$ cat src/rtl/q_env_responder_pkg.sv
// Shared environment parameters for the grid-world responder: bus widths,
// signed reward constants, action encodings and the responder FSM states.
package q_env_responder_pkg;

   localparam int STATES_WIDTH  = 8;
   localparam int ACTIONS_WIDTH = 2;
   localparam int DATA_WIDTH    = 16;

   // Rewards are two's complement at DATA_WIDTH; the size cast sign-extends.
   localparam logic signed [DATA_WIDTH-1:0] REWARD_GOAL = DATA_WIDTH'(100);
   localparam logic signed [DATA_WIDTH-1:0] REWARD_WALL = DATA_WIDTH'(-10);
   localparam logic signed [DATA_WIDTH-1:0] REWARD_STEP = DATA_WIDTH'(-1);

   typedef enum logic [ACTIONS_WIDTH-1:0] {
      ACT_UP    = 2'd0,
      ACT_RIGHT = 2'd1,
      ACT_DOWN  = 2'd2,
      ACT_LEFT  = 2'd3
   } action_e;

   typedef enum logic [1:0] {
      ST_IDLE = 2'd0,
      ST_CALC = 2'd1,
      ST_RESP = 2'd2
   } fsm_e;

endpackage

$ cat src/rtl/q_env_responder_env_grid_step.sv
// env_grid_step: purely combinational move/reward evaluation for one
// (state, action) pair on a GRID_ROWS x GRID_COLS grid with obstacles.
module env_grid_step
   import q_env_responder_pkg::*;
#(
   parameter int                               GRID_ROWS     = 4,
   parameter int                               GRID_COLS     = 4,
   parameter int                               GOAL_ST       = 15,
   parameter logic [GRID_ROWS*GRID_COLS-1:0]   OBSTACLE_MASK = 16'h0020
) (
   input  logic [STATES_WIDTH-1:0]         i_st,
   input  logic [ACTIONS_WIDTH-1:0]        i_at,
   output logic [STATES_WIDTH-1:0]         o_next_st,
   output logic signed [DATA_WIDTH-1:0]    o_rt,
   output logic                            o_done
);

   localparam int NSTATES = GRID_ROWS * GRID_COLS;

   int   w_row;
   int   w_col;
   int   w_nrow;
   int   w_ncol;
   int   w_tgt;
   logic w_off_grid;
   logic w_blocked;

   // Decode row/col, apply the move, then classify: off-grid/obstacle, goal, plain step.
   always_comb begin
      o_next_st  = i_st;
      o_rt       = REWARD_WALL;
      o_done     = 1'b0;
      w_row      = 0;
      w_col      = 0;
      w_nrow     = 0;
      w_ncol     = 0;
      w_tgt      = 0;
      w_off_grid = 1'b0;
      w_blocked  = 1'b0;
      if (int'(i_st) >= NSTATES) begin
         // A state outside the grid is unrecoverable: restart from 0 and end.
         o_next_st = '0;
         o_rt      = REWARD_WALL;
         o_done    = 1'b1;
      end else begin
         w_row  = int'(i_st) / GRID_COLS;
         w_col  = int'(i_st) % GRID_COLS;
         w_nrow = w_row;
         w_ncol = w_col;
         case (action_e'(i_at))
            ACT_UP:    w_nrow = w_row - 1;
            ACT_RIGHT: w_ncol = w_col + 1;
            ACT_DOWN:  w_nrow = w_row + 1;
            ACT_LEFT:  w_ncol = w_col - 1;
            default:   w_nrow = w_row;
         endcase
         w_off_grid = (w_nrow < 0) || (w_nrow >= GRID_ROWS) ||
                      (w_ncol < 0) || (w_ncol >= GRID_COLS);
         if (!w_off_grid) begin
            w_tgt     = w_nrow * GRID_COLS + w_ncol;
            w_blocked = |(OBSTACLE_MASK & (NSTATES'(1) << w_tgt));
         end
         if (w_off_grid || w_blocked) begin
            o_next_st = i_st;
            o_rt      = REWARD_WALL;
         end else if (w_tgt == GOAL_ST) begin
            o_next_st = STATES_WIDTH'(GOAL_ST);
            o_rt      = REWARD_GOAL;
            o_done    = 1'b1;
         end else begin
            o_next_st = STATES_WIDTH'(w_tgt);
            o_rt      = REWARD_STEP;
         end
      end
   end

endmodule

$ cat src/rtl/q_env_responder.sv
// q_env_responder: grid-world environment answering one (state, action)
// request with one registered (next state, reward, done) response.
// Optional build macro ENV_STEP_LIMIT_EN adds an episode step limit that
// forces done on the response to the MAX_STEPS-th accepted request.
module q_env_responder
   import q_env_responder_pkg::*;
#(
   parameter int                               GRID_ROWS     = 4,
   parameter int                               GRID_COLS     = 4,
   parameter int                               GOAL_ST       = 15,
   parameter logic [GRID_ROWS*GRID_COLS-1:0]   OBSTACLE_MASK = 16'h0020,
   parameter int                               MAX_STEPS     = 8
) (
   input  logic                            clk,
   input  logic                            rst_n,
   input  logic                            i_start,
   input  logic                            i_valid,
   output logic                            o_ready,
   input  logic [STATES_WIDTH-1:0]         i_st,
   input  logic [ACTIONS_WIDTH-1:0]        i_at,
   output logic                            o_valid,
   input  logic                            i_ready,
   output logic [STATES_WIDTH-1:0]         o_next_st,
   output logic signed [DATA_WIDTH-1:0]    o_rt,
   output logic                            o_done
);

   fsm_e                          r_state;
   fsm_e                          w_state_next;
   logic                          w_accept;
   logic                          w_limit;
   logic [STATES_WIDTH-1:0]       r_st;
   logic [ACTIONS_WIDTH-1:0]      r_at;
   logic [STATES_WIDTH-1:0]       r_next_st;
   logic signed [DATA_WIDTH-1:0]  r_rt;
   logic                          r_done;
   logic [STATES_WIDTH-1:0]       w_next_st;
   logic signed [DATA_WIDTH-1:0]  w_rt;
   logic                          w_done;

   if (MAX_STEPS < 1 || GOAL_ST >= GRID_ROWS * GRID_COLS) begin : g_param_check
      $error("q_env_responder: MAX_STEPS must be >= 1 and GOAL_ST inside the grid");
   end

   // A request arriving together with i_start is refused so it is not silently lost.
   assign o_ready  = (r_state == ST_IDLE) && !i_start;
   assign w_accept = i_valid && o_ready;
   assign o_valid  = (r_state == ST_RESP);

   env_grid_step #(
      .GRID_ROWS     (GRID_ROWS),
      .GRID_COLS     (GRID_COLS),
      .GOAL_ST       (GOAL_ST),
      .OBSTACLE_MASK (OBSTACLE_MASK)
   ) u_grid_step (
      .i_st      (r_st),
      .i_at      (r_at),
      .o_next_st (w_next_st),
      .o_rt      (w_rt),
      .o_done    (w_done)
   );

`ifdef ENV_STEP_LIMIT_EN
   localparam int STEP_W = $clog2(MAX_STEPS + 1);
   logic [STEP_W-1:0] r_steps;

   // Count accepted requests since start/reset, saturating at MAX_STEPS.
   always_ff @(posedge clk or negedge rst_n) begin
      if (!rst_n) begin
         r_steps <= '0;
      end else if (i_start) begin
         r_steps <= '0;
      end else if (w_accept && (r_steps != STEP_W'(MAX_STEPS))) begin
         r_steps <= r_steps + 1'b1;
      end
   end

   // In CALC the counter already includes the request being evaluated.
   assign w_limit = (r_steps == STEP_W'(MAX_STEPS));
`else
   assign w_limit = 1'b0;
`endif

   // FSM state register.
   always_ff @(posedge clk or negedge rst_n) begin
      if (!rst_n) begin
         r_state <= ST_IDLE;
      end else begin
         r_state <= w_state_next;
      end
   end

   // Next-state logic: IDLE -> CALC on accept, CALC -> RESP, RESP -> IDLE on i_ready; i_start aborts.
   always_comb begin
      w_state_next = r_state;
      case (r_state)
         ST_IDLE: if (w_accept) w_state_next = ST_CALC;
         ST_CALC: w_state_next = ST_RESP;
         ST_RESP: if (i_ready) w_state_next = ST_IDLE;
         default: w_state_next = ST_IDLE;
      endcase
      if (i_start) begin
         w_state_next = ST_IDLE;
      end
   end

   // Capture the request on accept; register the evaluated response in CALC.
   always_ff @(posedge clk or negedge rst_n) begin
      if (!rst_n) begin
         r_st      <= '0;
         r_at      <= '0;
         r_next_st <= '0;
         r_rt      <= '0;
         r_done    <= 1'b0;
      end else begin
         if (w_accept) begin
            r_st <= i_st;
            r_at <= i_at;
         end
         if ((r_state == ST_CALC) && !i_start) begin
            r_next_st <= w_next_st;
            r_rt      <= w_rt;
            r_done    <= w_done | w_limit;
         end
      end
   end

   assign o_next_st = r_next_st;
   assign o_rt      = r_rt;
   assign o_done    = r_done;

endmodule
$ cat config.mk
export PLATFORM = sky130hd
export DESIGN_NAME = q_env_responder
export DESIGN_NICKNAME = d
export VERILOG_FILES = /design/src/rtl/q_env_responder_pkg.sv /design/src/rtl/q_env_responder_env_grid_step.sv /design/src/rtl/q_env_responder.sv
export SDC_FILE = /design/constraint.sdc
export NUM_CORES = 1
export LEC_CHECK = 0
export CAP_MARGIN = 10
export CORE_MARGIN = 2
export CORE_UTILIZATION = 57
export DETAILED_ROUTE_END_ITERATION = 10
export GPL_ROUTABILITY_DRIVEN = 0
export PLACE_DENSITY_LB_ADDON = 0.3
export SYNTH_ARGS = -nofsm -noshare
export SYNTH_HDL_FRONTEND = slang
export SYNTH_SLANG_ARGS = --single-unit
$ cat constraint.sdc
create_clock -name clk -period 15.9 [get_ports clk]
set_clock_uncertainty 0.05 [all_clocks]
set_input_delay 2.385 -clock clk [delete_from_list [all_inputs] [get_ports clk]]
set_output_delay 2.385 -clock clk [all_outputs]
set_load 0.03 [all_outputs]
==> flow_summary.json <==
{
  "status": "complete, no violations",
  "period_share_pct": 39.0,
  "drt-pass1-iter-count": 4,
  "fin_nets": 290,
  "grt_pass1_wl_mm": 7.22,
  "htree_levels": 1,
  "antenna_found_initial": 0,
  "yosysTopAreaCellShare_pct": 27.4,
  "slowest_stage": "clkdlybuf4s50_1",
  "p_int_mw": 0.140,
  "cts_resized": 0,
  "final_area_um2": 2560,
  "worstHoldPathCells": 2,
  "synthCells": 225,
  "drive_gt1_share_pct": 8.87,
  "avgSynthCellArea_um2": 9.74,
  "die_h_um": 66.0,
  "ys.flop_type": "dfrtp_1",
  "synth_edf_count": 0,
  "cts_sinks": 24,
  "post_cts_buffers": 0,
  "crit_fanout": 3,
  "synth_area_leaders": "dfrtp_1 27%, fa_1 14%, ha_1 6.3%, buf_4 5.1%, nand2_1 3.6%",
  "slew_headroom_pct": 28.9,
  "num-fill-cells": 316,
  "max_stage_delay_ns": 0.70,
  "ys_types": 58,
  "syn_area_um2": 2190,
  "track_usage_pct": 21.3,
  "timing.rr.end": "o_next_st[0]",
  "cts_tree": "yes",
  "io_buffers": 41,
  "rsz0062_at_grt": "false",
  "whs_endpoint": "o_next_st[7]",
  "p_leak_nw": 1.12,
  "start_util_pct": 59.4,
  "r2r.worst_path.cells": 17,
  "cp.required_ns": 13.47,
  "path_clk_slew_ns": 0.08,
  "hold_start": "o_next_st[7]",
  "slew_violations": 0,
  "power.total_mw": 0.235,
  "setup_viol": 0,
  "crit_path_start_kind": "input port",
  "final_antenna_net_count": 0,
  "clock_power_share_pct": 17.1,
  "timing.critical_path.mode_cell": "clkdlybuf4s50_1",
  "final.setup.tns_ns": 0,
  "p_switching_mw": 0.0959,
  "drc_errors": 0,
  "p_seq_share_pct": 35.4,
  "overflow": 0,
  "path_cells": "clkdlybuf4s50_1 > nor3_1 > clkdlybuf4s50_1",
  "drt_iter0_drc": 77,
  "antenna_cells": 0,
  "dp_hpwl_mm": 3.34,
  "io-pin-count": 42,
  "r2r-start": "r_at[0]",
  "clockRootBuffer": "clkbuf_8",
  "core_um2": 3690,
  "fp.dieW_um": 66.0,
  "clk_latency_ns": 0.26,
  "post_dp_cell_area_um2": 2510,
  "grt_max_degree": 25,
  "routed_wl_mm": 4.18,
  "fmax_ghz": 0.161,
  "finalCriticalPeriod_ns": 6.20,
  "synth_fp_nets": 266,
  "netSwitchingFraction_pct": 40.7,
  "comb_power_share_pct": 47.5,
  "synth-seq-area-share_pct": 27.4,
  "die_area_um2": 4360,
  "hold_ws_ns": 0.435,
  "crit_type": "input port to output port",
  "hp-class": "flip-flop to flip-flop",
  "ys_top_cells_by_count": "24 x dfrtp_1, 21 x nand2_1, 15 x buf_4, 15 x fa_1, 11 x ha_1",
  "async_flop_share_pct": 100,
  "p_per_area_nw_per_um2": 91.8,
  "endpoint_kind": "output port",
  "clock_path_buffers": 2,
  "synthToLayoutAreaGrowth_pct": 17.1,
  "max_cap_violations": 0,
  "rrSetupSlack_ns": 10.61,
  "final_core_util_pct": 69.5,
  "avgViaCountPerCell": 5.63,
  "worstPathArrival_ns": 3.76,
  "worst_slew_pin_slew_ns": 1.06,
  "wire_per_inst_um": 14.1,
  "grt_pass1_vias": 1609,
  "row_count": 22,
  "ir_worst_vdd_uv": 84.7,
  "synth_top_cell_by_area": "dfrtp_1",
  "yosysWarnings": 0,
  "cts_buffers": 3,
  "ys_seq_elements": 24,
  "cts-hold-fix-buffers": 0,
  "hold_violations": 0,
  "vias": 1667,
  "synth.most_common_cell": "dfrtp_1"
}
## cell usage in the layout, fill, tap and decap left out, types with 3 or more instances in the layout
| master | instances |
|---|---|
| clkdlybuf4s50_1 | 41 |
| xor2_1 | 4 |
| nor2b_1 | 6 |
| dfrtp_1 | 24 |
| ha_1 | 11 |
| nand4_1 | 4 |
| inv_1 | 10 |
| a31oi_1 | 3 |
| clkbuf_8 | 4 |
| mux2_1 | 5 |
| nand4b_1 | 3 |
| xnor2_1 | 5 |
| nand2_1 | 21 |
| fa_1 | 15 |
| nand2b_1 | 4 |
| a21o_1 | 5 |
| a22o_1 | 3 |
| nor2_1 | 10 |
| a21oi_1 | 9 |
| o21bai_1 | 3 |
| nand3_1 | 4 |
| o21ai_0 | 5 |
| o21ai_1 | 6 |
## flip-flops by register name (all words and copies together), names as in the netlist
signal	count
o_next_st	8
r_at	2
r_st	8
r_state	2
o_rt	3
o_done	1
## power by group through the flow
| stage | logic, mW | clock network (mW) | registers, mW |
|---|---|---|---|
| after floorplan | 0.0881 | 0 | 0.0806 |
| after global placement | 0.108 | 0 | 0.0838 |
| after detailed placement | 0.111 | 0 | 0.0842 |
| after CTS | 0.112 | 0.0417 | 0.0830 |
| after global routing | 0.124 | 0.0441 | 0.0848 |
| final | 0.112 | 0.0403 | 0.0832 |
## final cells by class
cell class	instances	area (um2)	area share, %
Multi-Input combinational cell	167	1390	54.2
Sequential cell	24	601	23.4
Clock buffer	4	55.1	2.15
Inverter	11	41.3	1.61
Tap cell	48	60.1	2.34
Timing Repair Buffer	42	418	16.3
## routing by layer
| layer | GRT usage, % | part of all wire, % | up-vias |
|---|---|---|---|
| li1 | - | - | 821 |
| met1 | 29.4 | 45 | 789 |
| met2 | 35.1 | 49 | 55 |
| met3 | 4.09 | 6.0 | 2 |
| met4 | 4.08 | 0.46 | 0 |
| met5 | 0 | 0 | - |
## worst max path at each step
stage | from | to | slack, ns | depth (start not counted)
2_1_floorplan | i_start | o_ready | 10.35 | 1
3_5_place_dp | i_start | o_ready | 9.68 | 3
6_report | i_start | o_ready | 9.70 | 3
5_1_grt | i_start | o_ready | 9.59 | 3
4_1_cts | i_start | o_ready | 9.68 | 3
3_3_place_gp | i_start | o_ready | 9.72 | 3
## logic make-up (layout without fill, tap and decap cells)
logic type	after synthesis	count (layout)	share of synthesized area [%]
adders and majority gates	26	26	20.0
buffers and inverters	34	57	9.14
and+or+nand+nor	73	73	19.0
AOI/OAI and AO/OA	50	50	16.2
DFF	24	24	27.4
xor gates and xnor gates	9	9	3.60
muxes	9	9	4.68
## through the flow
stage | std cells | setup slack, ns
3_3_place_gp | 292 | 9.72
4_1_cts | 296 | 9.68
2_1_floorplan | 225 | 10.35
5_1_grt | 296 | 9.59
6_report | 296 | 9.70
3_5_place_dp | 292 | 9.68
## critical path, delay by kind of cell
family / cells / cell delay [ns]
and+or+nand+nor: 1 / 0.23
buffers and inverters: 2 / 1.14
Power figures use the tool's default switching activity.
